<file path="src/rtl/tank_pump_ctrl_n.sv">
// tank_pump_ctrl_n: Moore tank level controller for NUM_PUMPS fill pumps.
// Define STAGGER_START_EN to bring pumps on one at a time in EMPTY.
module tank_pump_ctrl_n #(
  parameter  int NUM_PUMPS   = 2,
  parameter  int MIN_DWELL   = 4,
  parameter  int FAULT_CLEAR = 3,
  parameter  int STAGGER     = 2,
  localparam int PW = (NUM_PUMPS > 2) ? $clog2(NUM_PUMPS) : 1
) (
  input  logic                 clk,
  input  logic                 reset,
  input  logic                 I,
  input  logic                 S,
  output logic [NUM_PUMPS-1:0] B,
  output logic                 fault,
  output logic [1:0]           state,
  output logic [PW-1:0]        ptr
);

  localparam int DW = $clog2(MIN_DWELL + 1);
  localparam int CW = $clog2(FAULT_CLEAR + 1);
  localparam logic [NUM_PUMPS-1:0] ONE = NUM_PUMPS'(1);

  if (NUM_PUMPS < 2 || NUM_PUMPS > 8 || MIN_DWELL < 1 ||
      FAULT_CLEAR < 1 || STAGGER < 0) begin : g_bad_param
    $error("tank_pump_ctrl_n: parameter out of range");
  end

  typedef enum logic [1:0] {
    EMPTY = 2'b00,
    HALF  = 2'b01,
    FAULT = 2'b10,
    FULL  = 2'b11
  } state_t;

  state_t               state_q, state_d, tgt;
  logic                 i_q, s_q;
  logic [DW-1:0]        dwell_q, dwell_d;
  logic [CW-1:0]        clr_q, clr_d;
  logic [PW-1:0]        ptr_q, ptr_d;
  logic [NUM_PUMPS-1:0] empty_mask;
  logic [NUM_PUMPS-1:0] pumps;

  // Sensor sampling and controller state registers
  always_ff @(posedge clk or posedge reset) begin
    if (reset) begin
      i_q     <= 1'b1;
      s_q     <= 1'b1;
      state_q <= FULL;
      dwell_q <= '0;
      clr_q   <= '0;
      ptr_q   <= '0;
    end else begin
      i_q     <= I;
      s_q     <= S;
      state_q <= state_d;
      dwell_q <= dwell_d;
      clr_q   <= clr_d;
      ptr_q   <= ptr_d;
    end
  end

  // Classify the registered sensor pair into a target level
  always_comb begin
    tgt = FAULT;
    unique case ({i_q, s_q})
      2'b11:   tgt = FULL;
      2'b10:   tgt = HALF;
      2'b00:   tgt = EMPTY;
      default: tgt = FAULT;
    endcase
  end

  // Next state: fault entry first, then timed fault exit or dwell-gated moves
  always_comb begin
    state_d = state_q;
    clr_d   = '0;
    dwell_d = dwell_q;
    ptr_d   = ptr_q;
    if (state_q == FAULT) begin
      if (tgt != FAULT) begin
        if (clr_q == CW'(FAULT_CLEAR - 1)) begin
          state_d = tgt;
        end else begin
          clr_d = clr_q + 1'b1;
        end
      end
    end else if (tgt == FAULT) begin
      state_d = FAULT;
    end else if (tgt != state_q && dwell_q == DW'(MIN_DWELL)) begin
      state_d = tgt;
    end
    if (state_d != state_q) begin
      dwell_d = '0;
    end else if (dwell_q != DW'(MIN_DWELL)) begin
      dwell_d = dwell_q + 1'b1;
    end
    if (state_q == HALF && state_d != HALF) begin
      if (ptr_q == PW'(NUM_PUMPS - 1)) begin
        ptr_d = '0;
      end else begin
        ptr_d = ptr_q + 1'b1;
      end
    end
  end

`ifdef STAGGER_START_EN
  localparam int SMAX = (NUM_PUMPS - 1) * STAGGER;
  localparam int SW   = (SMAX > 0) ? $clog2(SMAX + 1) : 1;

  logic [SW-1:0] stg_q, stg_d;

  // Stagger timer runs only while EMPTY is held, cleared otherwise
  always_comb begin
    stg_d = '0;
    if (state_q == EMPTY && state_d == EMPTY) begin
      if (stg_q != SW'(SMAX)) begin
        stg_d = stg_q + 1'b1;
      end else begin
        stg_d = stg_q;
      end
    end
  end

  // Stagger timer register
  always_ff @(posedge clk or posedge reset) begin
    if (reset) begin
      stg_q <= '0;
    end else begin
      stg_q <= stg_d;
    end
  end

  // Pump at ring offset k from ptr turns on after k*STAGGER cycles
  always_comb begin
    int off;
    off        = 0;
    empty_mask = '0;
    for (int i = 0; i < NUM_PUMPS; i++) begin
      off = i - int'(ptr_q);
      if (off < 0) begin
        off = off + NUM_PUMPS;
      end
      empty_mask[i] = (int'(stg_q) >= off * STAGGER);
    end
  end
`else
  assign empty_mask = '1;
`endif

  // Moore output decode from the current state and pointer
  always_comb begin
    pumps = '0;
    unique case (state_q)
      HALF:    pumps = ONE << ptr_q;
      EMPTY:   pumps = empty_mask;
      default: pumps = '0;
    endcase
  end

  assign B     = pumps;
  assign fault = (state_q == FAULT);
  assign state = state_q;
  assign ptr   = ptr_q;

endmodule

</file>
<file path="config.mk">
export PLATFORM = sky130hd
export DESIGN_NAME = tank_pump_ctrl_n
export DESIGN_NICKNAME = d
export VERILOG_FILES = /design/src/rtl/tank_pump_ctrl_n.sv
export SDC_FILE = /design/constraint.sdc
export NUM_CORES = 1
export LEC_CHECK = 0
export ABC_AREA = 1
export BUFFER_PORTS_ARGS = -buffer_cell sky130_fd_sc_hd__buf_2
export CAP_MARGIN = 0
export CORE_MARGIN = 1.5
export CORE_UTILIZATION = 25
export CTS_BUF_LIST = sky130_fd_sc_hd__clkbuf_4 sky130_fd_sc_hd__clkbuf_8 sky130_fd_sc_hd__clkbuf_16
export DETAILED_ROUTE_END_ITERATION = 12
export SLEW_MARGIN = 10
export SYNTH_ARGS = -nofsm -noshare
export SYNTH_HDL_FRONTEND = slang
export SYNTH_SLANG_ARGS = --single-unit
export TNS_END_PERCENT = 50
</file>
<file path="constraint.sdc">
create_clock -name clk -period 1.5 [get_ports clk]
set_input_delay 0.075 -clock clk [delete_from_list [all_inputs] [get_ports clk]]
set_output_delay 0.075 -clock clk [all_outputs]
set_load 0.02 [all_outputs]
</file>
* After elaboration in Yosys (flattened, before gate mapping)
Index checks and enable logic that the tools add are counted.
W data, S select, Z words.
** Word-level totals
- Flip-flop bits (word level) :: 10
- Input port bits :: 4
- Output and inout port bits :: 6
- Logic and storage cells :: 40
** Cells by class
- Add/subtract/negate cells :: 3
- Eq/ne operators :: 12
- Shift-type cells :: 1
- Multiplexer cells :: 13
- Reductions and logical operators :: 5
** Operators with widths (number)
- $mux W2 :: 8
- $eq A2 B2 Y1 const B :: 5
- $mux W3 :: 2
- $pmux W2 S3 :: 1
- $logic_not A2 Y1 :: 2
- $ne A2 B2 Y1 :: 2
- $pmux W2 S2 :: 1
- $add A3 B1 Y3 const B :: 1
- $eq A3 B3 Y1 const B :: 1
- $ne A3 B3 Y1 const B :: 1
- $add A2 B1 Y2 const B :: 1
- $eq A2 B1 Y1 const B :: 1
- $logic_and A1 B1 Y1 :: 2
- $ne A2 B1 Y1 const B :: 1
- $ne A2 B2 Y1 const B :: 1
- $reduce_bool A2 Y1 :: 1
- $shl A1 B1 Y2 const A :: 1
- $add A1 B1 Y1 const B :: 1
- $mux W1 :: 1

* Longest topological paths before layout
- Word-level depth :: 9
- Depth in mapped cells :: 11
- Depth with buffers taken out :: 11

* Least setup slack after synthesis
OpenSTA, ideal clock, no wires.
- Path type :: register -> register
- Start :: reg state_q[1] (netlist: state[1])
- End :: reg dwell_q[0]
- Library setup time :: 120 ps
- Arrival time :: 1260 ps
- Data required time :: 1380 ps
- Setup slack :: 120 ps
- Stages on the path, launching flop included :: 9
- Path buffers :: 1
- Clock period less this slack :: 1380 ps
- Path through :: dfstp_2 -> buf_6 -> nand2_4 -> inv_2 -> nand3_1 -> nand3_1 -> nand2_1 -> nand2_1 -> nor2_1
** On the way
- Elaborated cells on any way between the ends :: 11
- Classes of those cells :: 3 x eq/ne; 6 x mux; 2 x reduce/logical
** RTL lines
- start, declared :: RTL line 36 : state_t state_q, state_d, tgt;
- start signal, assigned :: RTL line 56 : state_q <= state_d;
- $eq A2 B2 Y1 *
- named net fault :: RTL line 15 : output logic fault,
- $mux W2 * :: RTL line 80 : if (state_q == FAULT) begin
- $ne A2 B2 Y1 * :: RTL line 93 : if (state_d != state_q) begin
- $mux W3 / $reduce_bool A2 Y1 (equally long branches)
- end signal, assigned :: RTL line 57 : dwell_q <= dwell_d;
- end, declared :: RTL line 38 : logic [DW-1:0] dwell_q, dwell_d;
The timed path passes the listed nets; every way through them passes the cells marked *.
A chain may end at the register's enable or synchronous reset.

* Final worst setup path
- Start :: reg dwell_q[0]
- End :: reg ptr_q (netlist: ptr)
** On the way
- Word-level cells in the longest chain between the ends :: 7
** Ends and longest elaborated chain
- $eq A3 B3 Y1 :: RTL line 90 : end else if (tgt != state_q && dwell_q == DW'(MIN_DWELL)) begin
- $logic_and A1 B1 Y1 :: RTL line 90
- $mux W2 :: RTL line 90
- $mux W2 :: RTL line 88 : end else if (tgt == FAULT) begin
- $mux W2 :: RTL line 80
- named net state_d[0] :: RTL line 36
- $ne A2 B1 Y1 :: RTL line 98 : if (state_q == HALF && state_d != HALF) begin
- $logic_and A1 B1 Y1 :: RTL line 98
- end signal, assigned :: RTL line 59 : ptr_q <= ptr_d;
- end, declared :: RTL line 40 : logic [PW-1:0] ptr_q, ptr_d;
The timed path passes the listed nets, and every way through them passes these cells.

==> impl_metrics.tcl <==
set metrics [dict create \
    status "finished, final reports clean" \
    cts_buffers 3 \
    ir_worst_vdd_mv 0.714 \
    power.internal_uw 758 \
    worst_setup_path_start_kind "flop" \
    seq_power_share_pct 35.5 \
    ys_seq_area_share_pct 44.3 \
    hp-class "in -> async" \
    synth_seq_cells 10 \
    start_util_pct 26.3 \
    synth_area_per_cell_sq_um 7.99 \
    period_needed_ns 1.36 \
    place_congestion 0.766 \
    critPathCaptureType "flop" \
    yosysWarnings 0 \
    avgRoutedWirePerCell_um 9.38 \
    synth_area_sq_um 576 \
    cts_root_buf "clkbuf_4" \
    clock_sinks 10 \
    grtUsageTotal_pct 10.2 \
    worst_ep_required_time_ns 1.65 \
    pwr-share-clk_pct 12.5 \
    core.rowCount 17 \
    core-area_sq_um 2190 \
    vias 502 \
    drc 0 \
    worst_slew_pin_slew_ns 0.397 \
    drv_cap 0 \
    combPwrFrac_pct 52.0 \
    grt_pass1_vias 503 \
    drtIter0Drc 3 \
    setup_viol 0 \
    switching_share_pct 47.0 \
    htreeDepth 1 \
    design_area_sq_um 711 \
    setup_slack_ns 0.144 \
    powerDensity_nw_per_um2 2010 \
    fp.dieW_um 51.0 \
    critPathMaxFanout 7 \
    clk_latency_ns 0.26 \
    drt-total-wl_um 1070 \
    synthCells 72 \
    critPathKind "reg -> reg" \
    max_freq_mhz 738 \
    ioPinCount 10 \
    fin_hold_ws_ns 0.340 \
    fin_crit_sh_pct 90.4 \
    ant_nets 0 \
    worstPathArrival_ns 1.50 \
    clk_pin_slew_ns 0.06 \
    drive_gt1_share_pct 37.2 \
    power_switching_uw 671 \
    post-cts-setup-buffers 0 \
    cts_tree "done" \
    hpwl_um 840 \
    clockBufferDepth 2 \
    synth_nets 78 \
    grt_max_degree 11 \
    ys_types 18 \
    relSlewSlack_pct 73.5 \
    slew_viol_final 0 \
    placed_area_sq_um 644 \
    grt_overflow_total 0 \
    final_hold_viol_count 0 \
    antenna_found_initial 0 \
    die_area_sq_um 2600 \
    vias_per_cell 4.40 \
    fin_nets 94 \
    fin_util_pct 32.4 \
    dr.pass1.iters 5 \
    p_leak_nw 0.376 \
    clock_skew_ns 0.00495 \
    syn2layout_area_growth_pct 23.5 \
    port_buffers 9 \
    grt_pass1_wl_um 1970 \
    die_h_um 51.0 \
    antenna_cells 0 \
    pre_cts_ws_ns 0.0447 \
]
## repair_timing
action	in CTS	in global routing
hold buffers	3	0
hold endpoints to repair	8	0
gates resized for setup	0	4
endpoints found under the setup margin	0	4
## metrics by stage
stage / std cells / TNS [ns] / power, mW
4_1_cts: 114 / 0 / 1.41
3_3_place_gp: 108 / 0 / 1.19
3_5_place_dp: 108 / 0 / 1.22
6_report: 114 / 0 / 1.43
2_1_floorplan: 72 / 0 / 1.05
5_1_grt: 114 / -0.000319 / 1.58
## path summary, 6_finish.rpt
kind,start,end,slack (ns),cells after the start
hold / removal,reset,dwell_q[2],0.34,3
setup reg to reg,dwell_q[0],ptr,0.14,11
setup / recovery,dwell_q[0],ptr,0.14,11
hold reg to reg,clr_q[0],clr_q[0],0.47,1
min in group clk,I,i_q,0.45,2
max in group asynchronous,reset,state[0],0.84,3
## layout make-up
class	instances	area, sq um
clock buffer	3	22.5
inverter	15	56.3
multi-input combinational	46	267
timing repair buffer	12	75.1
sequential	10	255
tap	28	35.0
fill	227	1480
## metal layers
layer	GRT usage, %	part of all wire [%]	vias up
li1	-	-	256
met1	11.3	46	239
met2	17.5	51	7
met3	1.75	2.5	0
met4	6.76	0	0
met5	0	0	-
## worst max-delay path: stages, from the launching register on
cell and delay, ns:
dfrtp_1 0.39, inv_1 0.09, ha_2 0.21, nand2_4 0.08, nor2_2 0.10, nor2_2 0.05, nand2_2 0.06, nand2_2 0.06
nand2_2 0.07, nand2_1 0.04, nand2_1 0.05, nand2_1 0.05
## power groups by stage
stage	logic [mW]	clock network [mW]	registers (mW)
after floorplan	0.544	0	0.510
after global placement	0.693	0	0.498
after detailed placement	0.709	0	0.508
after CTS	0.719	0.191	0.503
after global routing	0.853	0.204	0.523
final	0.743	0.178	0.508
## flip-flops by register name (all words and copies together) (netlist names)
signal   flops
i_q          1
ptr          1
clr_q        2
dwell_q      3
s_q          1
state        2
## cell usage in the layout (no fill, tap or decap), drive strengths merged
master / count
nand4: 3
dfstp: 4
nand2: 19
o21ai: 3
nand3: 6
a21oi: 3
xor2: 1
buf: 9
inv: 15
dlygate4sd3: 3
nor2: 7
nor4: 2
ha: 2
dfrtp: 6
clkbuf: 3
## logic make-up (layout without fill, tap and decap cells)
group	after synthesis	in the layout	synth area share (%)
fa+ha+maj	2	2	4.35
simple gates	37	37	32.8
flops	10	10	44.3
xor+xnor	1	1	1.52
compound gates	6	6	5.22
buf+inv	16	30	11.7
## synth_stat cells
library cell,n,area [sq um]
buf_6,1,11.3
inv_2,5,18.8
nand2_2,4,25.0
inv_1,10,37.5
nand2_1,13,48.8
nand4_1,3,18.8
o21ai_0,2,10.0
ha_1,2,25.0
nand2_4,2,22.5
nor4_1,2,12.5
nor2_2,2,12.5
a21oi_1,3,15.0
nor2_1,5,18.8
nand3_1,6,30.0
dfstp_2,4,105
dfrtp_1,6,150
o21ai_1,1,5.00
xor2_1,1,8.76
(Power assumes the default switching activity.)
